[config.mk]
export PLATFORM = sky130hd
export DESIGN_NAME = reg_file
export DESIGN_NICKNAME = d
export VERILOG_FILES = /design/src/rtl/reg_file.sv
export SDC_FILE = /design/constraint.sdc
export NUM_CORES = 2
export LEC_CHECK = 0
export BUFFER_PORTS_ARGS = -buffer_cell sky130_fd_sc_hd__buf_2
export CAP_MARGIN = 20
export CELL_PAD_IN_SITES_DETAIL_PLACEMENT = 1
export CELL_PAD_IN_SITES_GLOBAL_PLACEMENT = 2
export CORE_ASPECT_RATIO = 0.9
export CORE_MARGIN = 1
export CORE_UTILIZATION = 45
export CTS_BUF_LIST = sky130_fd_sc_hd__clkbuf_8 sky130_fd_sc_hd__clkbuf_16
export CTS_CLUSTER_SIZE = 8
export DETAILED_ROUTE_END_ITERATION = 6
export PLACE_DENSITY = 0.88
export SLEW_MARGIN = 20
export SYNTH_ARGS = -nofsm -noshare
export SYNTH_HDL_FRONTEND = slang
export SYNTH_SLANG_ARGS = --single-unit
[constraint.sdc]
create_clock -name clk -period 3.8 [get_ports clk]
set_input_delay 0.19 -clock clk [delete_from_list [all_inputs] [get_ports clk]]
set_output_delay 0.19 -clock clk [all_outputs]
set_load 0.02 [all_outputs]
[src/rtl/reg_file.sv]
// reg_file: general-purpose register file on the writeback side of the core.
//   Write port  : Addr/Data/wr_en/w_mode. Modes are word (0), halfword (1),
//                 byte (2) and reserved (3, no write). Narrow writes keep the
//                 untouched upper bits.
//   Read ports  : rd_addr_a/b -> rd_data_a/b. These are combinational, and a
//                 write in the same cycle is bypassed to them.
//   Dump port   : after Halt the contents freeze. Each register is then
//                 streamed out over dump_valid/dump_ready with dump_addr and
//                 dump_data. dump_done stays high once the last beat has
//                 been accepted.
//   clk/rst_n   : posedge clock, asynchronous active-low reset.
// r0 is hardwired to zero on every path.
module reg_file #(
  parameter int WIDTH    = 32,
  parameter int ADDR_LEN = 5,
  parameter int NREGS    = 2**ADDR_LEN
) (
  input  logic                clk,
  input  logic                rst_n,
  input  logic [ADDR_LEN-1:0] Addr,
  input  logic [WIDTH-1:0]    Data,
  input  logic                wr_en,
  input  logic [1:0]          w_mode,
  input  logic                Halt,
  input  logic [ADDR_LEN-1:0] rd_addr_a,
  output logic [WIDTH-1:0]    rd_data_a,
  input  logic [ADDR_LEN-1:0] rd_addr_b,
  output logic [WIDTH-1:0]    rd_data_b,
  output logic                dump_valid,
  input  logic                dump_ready,
  output logic [ADDR_LEN-1:0] dump_addr,
  output logic [WIDTH-1:0]    dump_data,
  output logic                dump_done
);

  typedef enum logic [1:0] {S_IDLE, S_DUMP, S_DONE} state_e;

  localparam logic [ADDR_LEN-1:0] LAST_IDX = ADDR_LEN'(NREGS-1);

  state_e                         state_q, state_d;
  logic [NREGS-1:0][WIDTH-1:0]    regs_q, regs_d;
  logic                           dump_valid_q, dump_valid_d;
  logic                           dump_done_q, dump_done_d;
  // The dump address register doubles as the dump index.
  logic [ADDR_LEN-1:0]            dump_addr_q, dump_addr_d;
  logic [WIDTH-1:0]               dump_data_q, dump_data_d;

  logic                           wr_hit;
  logic [WIDTH-1:0]               wr_old, wr_merged;
  logic [ADDR_LEN-1:0]            next_idx;

  // Merge the incoming write with the current contents. The same value
  // feeds both the commit and the read bypass.
  always_comb begin
    wr_hit = wr_en && (state_q == S_IDLE) && (w_mode != 2'd3) && (Addr != '0);
    wr_old = regs_q[Addr];
    unique case (w_mode)
      2'd0:    wr_merged = Data;
      2'd1:    wr_merged = {wr_old[WIDTH-1:16], Data[15:0]};
      2'd2:    wr_merged = {wr_old[WIDTH-1:8],  Data[7:0]};
      default: wr_merged = wr_old;
    endcase
  end

  // wr_hit already excludes Addr==0, so the bypass can never leak into r0.
  assign rd_data_a = (rd_addr_a == '0) ? '0 :
                     (wr_hit && rd_addr_a == Addr) ? wr_merged : regs_q[rd_addr_a];
  assign rd_data_b = (rd_addr_b == '0) ? '0 :
                     (wr_hit && rd_addr_b == Addr) ? wr_merged : regs_q[rd_addr_b];

  always_comb begin
    state_d      = state_q;
    regs_d       = regs_q;
    dump_valid_d = dump_valid_q;
    dump_done_d  = dump_done_q;
    dump_addr_d  = dump_addr_q;
    dump_data_d  = dump_data_q;
    next_idx     = dump_addr_q + 1'b1;

    if (wr_hit) regs_d[Addr] = wr_merged;
    regs_d[0] = '0;

    unique case (state_q)
      S_IDLE: begin
        // A write in the Halt cycle still commits. Beat 0 is r0, so its
        // data is zero regardless of that write.
        if (Halt) begin
          state_d      = S_DUMP;
          dump_valid_d = 1'b1;
          dump_addr_d  = '0;
          dump_data_d  = '0;
        end
      end
      S_DUMP: begin
        // Contents are frozen here, so preloading the next beat from regs_q
        // is safe.
        if (dump_ready) begin
          if (dump_addr_q == LAST_IDX) begin
            state_d      = S_DONE;
            dump_valid_d = 1'b0;
            dump_done_d  = 1'b1;
            dump_addr_d  = '0;
            dump_data_d  = '0;
          end else begin
            dump_addr_d = next_idx;
            dump_data_d = regs_q[next_idx];
          end
        end
      end
      S_DONE:  ;
      default: state_d = S_IDLE;
    endcase
  end

  always_ff @(posedge clk or negedge rst_n) begin
    if (!rst_n) begin
      state_q      <= S_IDLE;
      regs_q       <= '0;
      dump_valid_q <= 1'b0;
      dump_done_q  <= 1'b0;
      dump_addr_q  <= '0;
      dump_data_q  <= '0;
    end else begin
      state_q      <= state_d;
      regs_q       <= regs_d;
      dump_valid_q <= dump_valid_d;
      dump_done_q  <= dump_done_d;
      dump_addr_q  <= dump_addr_d;
      dump_data_q  <= dump_data_d;
    end
  end

  assign dump_valid = dump_valid_q;
  assign dump_done  = dump_done_q;
  assign dump_addr  = dump_addr_q;
  assign dump_data  = dump_data_q;

endmodule

==> results.toml <==
[synth]
postSynthNetCount = 5948
synthTopCellsByCount = "sky130_fd_sc_hd__dfrtp_1, sky130_fd_sc_hd__nand2_1, sky130_fd_sc_hd__mux4_2"
synthArstFlopShare = 1.00
ys_seq_elements = 1033
syn-cell-area_um2 = 70100
most_frequent_cell_after_synthesis = "sky130_fd_sc_hd__dfrtp_1"
synth_top_flop_cell = "sky130_fd_sc_hd__dfrtp_1"
ys_top_cells_by_area = "sky130_fd_sc_hd__dfrtp_1, sky130_fd_sc_hd__mux4_2, sky130_fd_sc_hd__mux2_2"
ys_seq_area_frac = 0.369
gate_count_post_synth = 5892
post_synth.cell_area_avg_um2 = 11.9
post-synth-top-area-cell = "sky130_fd_sc_hd__dfrtp_1"
netlist-cell-type-count = 93
synth_edf_count = 0
yosysWarnings = 0
post-synth-top-area-fraction = 0.369

[power_and_ir_drop]
cellInternalPower_mw = 19.0
seqPwrFrac = 0.423
power_density_over_the_cells_nw_per_um2 = 332
net-switching-power_mw = 7.29
irDropWorstVdd_uv = 356
power.switching_fraction = 0.277
power.combinational.fraction = 0.115
leakage_nw = 33.4
clock_power_share = 0.462

[drt]
antenna_left = 0
vias_per_cell = 7.65
wl_per_cell_um = 40.9
vias = 61800
drc_errors = 6
first_iter_violations = 9902
detail_route.wirelength_um = 330000
1st_pass_router_iterations = 7

[floorplanning]
floorplan.core_area_um2 = 155000
ios = 157
chipWidth_um = 418
placement_row_count = 137
die_area_um2 = 157000
initial_cell_density_of_the_core = 0.453
chipHeight_um = 376

[global_route]
antenna_found_initial = 27
globalRoute.totalOverflow = 0
grt_usage = 0.419
via_count_of_the_first_global_routing_pass = 62100
grt_first_pass_wirelength_um = 470000
grt_max_degree = 114

[placement]
place_area_um2 = 75000
estimated_wirelength_of_the_detail_placed_design_um = 212000
gp_routability_congestion = 0.996
io_buffer_count = 156
place_inst = 7865

[timing]
fmaxAchievable_mhz = 256
maxSlewHeadroom = 0.197
tightestPinTransition_ns = 1.20
period_share = 1.03
fin_skew_ns = 0.0376
finalHoldViolations = 0
final-max-slew-violation-count = 0
period_needed_ns = 3.91
setup_viol_count_final = 6
setup_ws_ns = -0.114

[final_layout]
layout-drive-gt1-share = 0.349
finalInstanceArea_um2 = 79300
instances_no_fill = 8072
finish.net_count = 6004
flow.area_growth_from_synthesis_pct = 13.1

[setup_path]
critical_path_class = "reg -> out"
timing.critical_path.slowest_stage_cell = "sky130_fd_sc_hd__or3_1"
timing.critical_path.fanout_max = 5
required_ns = 3.61
cp-end-kind = "output pin"
cp_slowest_stage_delay_ns = 0.58
worst-endpoint-arrival_ns = 3.72
path_buf_inv = 2
path_cells = "a211oi_2 > o211ai_1 > buf_4 > or3_1 > nand2b_1 > o22ai_1 > a21oi_2 > buf_2"
worst_path_dominant_cell_family = "compound AO/OA/AOI/OAI gates"
sort_of_element_at_the_start_of_the_critical_path = "flip-flop"

[outcome]
violations = "design-rule violations, negative setup slack"
run_status = "finished, violations left"

[clock_network]
tritoncts = "done"
cts.htree.levels = 4
clock_insertion_delay_at_the_later_pin_of_the_skew_report_ns = 0.83
cts.reportedPaths.clkPinSlew_ns = 0.05
clock_sink_count = 1033
clock_tree.root_cell = "sky130_fd_sc_hd__clkbuf_16"
clock_path_buffers = 3
numCtsBuffers = 147

[run]
timing.max_cap.violations = 0

[hold_path]
path_type_of_the_worst_min_delay_path = "in -> async"
## path summary, 6_finish.rpt
kind	startpoint	endpoint	slack [ns]	depth (start not counted)
worst max-delay path	state_q[1]	rd_data_b[29]	-0.11	8
worst min-delay path	rst_n	regs_q[899]	0.009	2
worst max register to register	dump_addr[0]	dump_data[31]	0.53	7
worst min register to register	dump_data[28]	dump_data[28]	0.51	2
max in group asynchronous	rst_n	regs_q[857]	2.46	3
min in group clk	Data[6]	regs_q[166]	0.04	4
## worst register-to-register path, delay by kind of cell, from the launching register on
family	cells	cell delay, ns
adder cells (fa/ha/maj)	1	0.73
buffers and inverters	2	0.63
flip-flops	1	0.48
multiplexers	2	1.07
AND/OR/NAND/NOR	2	0.21
## layer usage
metal / global-route usage / vias up / wire length, um
met5: 0.0120 / - / 326
met3: 0.175 / 1525 / 48800
met2: 0.580 / 5549 / 139000
li1: - / 22800 / -
met1: 0.522 / 31900 / 114000
met4: 0.311 / 14 / 28400
## placed cells by master (no fill, tap or decap), types with 8 or more instances in the layout
master / n
sky130_fd_sc_hd__a31oi_1: 16
sky130_fd_sc_hd__nand3_1: 48
sky130_fd_sc_hd__mux4_2: 860
sky130_fd_sc_hd__dfrtp_1: 1030
sky130_fd_sc_hd__mux2_2: 393
sky130_fd_sc_hd__o22ai_1: 17
sky130_fd_sc_hd__inv_1: 28
sky130_fd_sc_hd__a21oi_1: 158
sky130_fd_sc_hd__mux2i_1: 369
sky130_fd_sc_hd__mux4_1: 8
sky130_fd_sc_hd__diode_2: 25
sky130_fd_sc_hd__a22o_1: 45
sky130_fd_sc_hd__o21ai_0: 740
sky130_fd_sc_hd__buf_2: 143
sky130_fd_sc_hd__nand2_4: 25
sky130_fd_sc_hd__buf_4: 293
sky130_fd_sc_hd__o22ai_2: 15
sky130_fd_sc_hd__buf_12: 97
sky130_fd_sc_hd__a221oi_1: 43
sky130_fd_sc_hd__nor2b_1: 44
sky130_fd_sc_hd__o32ai_1: 8
sky130_fd_sc_hd__a22oi_1: 79
sky130_fd_sc_hd__o211ai_1: 33
sky130_fd_sc_hd__and2_1: 15
sky130_fd_sc_hd__a222oi_1: 12
sky130_fd_sc_hd__o2bb2ai_1: 11
sky130_fd_sc_hd__a2111oi_0: 18
sky130_fd_sc_hd__nor2_1: 82
sky130_fd_sc_hd__a211oi_1: 62
sky130_fd_sc_hd__nor3_1: 16
sky130_fd_sc_hd__clkbuf_16: 153
sky130_fd_sc_hd__nand2b_1: 13
sky130_fd_sc_hd__dlygate4sd3_1: 13
sky130_fd_sc_hd__nand2_1: 876
sky130_fd_sc_hd__a221o_1: 14
## power groups by stage
stage                     Combinational [mW]  Clock (mW)  Sequential (mW)
after floorplan                         1.49           0             11.3
after global placement                  2.85           0             11.3
after detailed placement                2.88           0             11.3
after CTS                               2.91        12.2             11.1
after global routing                    3.06        12.5             11.1
final                                   3.03        12.2             11.1
## timing repair
item,4_1_cts,5_1_grt
pin swaps,2,3
setup buffers,2,3
hold buffers,13,0
endpoints found under the setup margin,34,24
cloned,1,0
hold endpoints to repair,158,0
gates resized for setup,15,8
## per-stage QoR
| stage | hold slack [ns] | utilization | setup slack [ns] | power [mW] | setup TNS [ns] |
|---|---|---|---|---|---|
| after floorplan | -0.106 | - | 0.683 | 12.8 | 0 |
| after global placement | 0.300 | 0.485 | 0.160 | 14.1 | 0 |
| after detailed placement | 0.312 | 0.485 | 0.184 | 14.2 | 0 |
| after CTS | 0.00501 | 0.511 | -0.0127 | 26.2 | -0.0127 |
| after global routing | 0.0598 | 0.512 | -0.0211 | 26.7 | -0.0211 |
| final | 0.00918 | 0.512 | -0.114 | 26.3 | -0.176 |
## kinds of logic after synthesis
group           after synthesis  synth area share
simple gates               1194            0.0713
buf+inv                     678            0.0463
flops                      1033             0.369
fa+ha+maj                     2          0.000357
xor+xnor                     13           0.00162
mux                        1638             0.397
compound gates             1334             0.115
## registers in the layout, summed over array words and instances (netlist names)
register,flops
dump_data,32
dump_addr,5
regs_q,992
state_q,2
dump_valid,1
dump_done,1
## layout make-up
cell class,instances,area (um2)
clock inverters,8,50.0
multi-input cells,4181,41500
clock buffers,155,3860
well taps,2085,2610
repair buffers,557,5160
diodes,25,62.6
flip-flops and latches,1033,25900
inverters,28,110
fillers,15700,75500
Note: power is estimated with default switching activity, not from simulation.
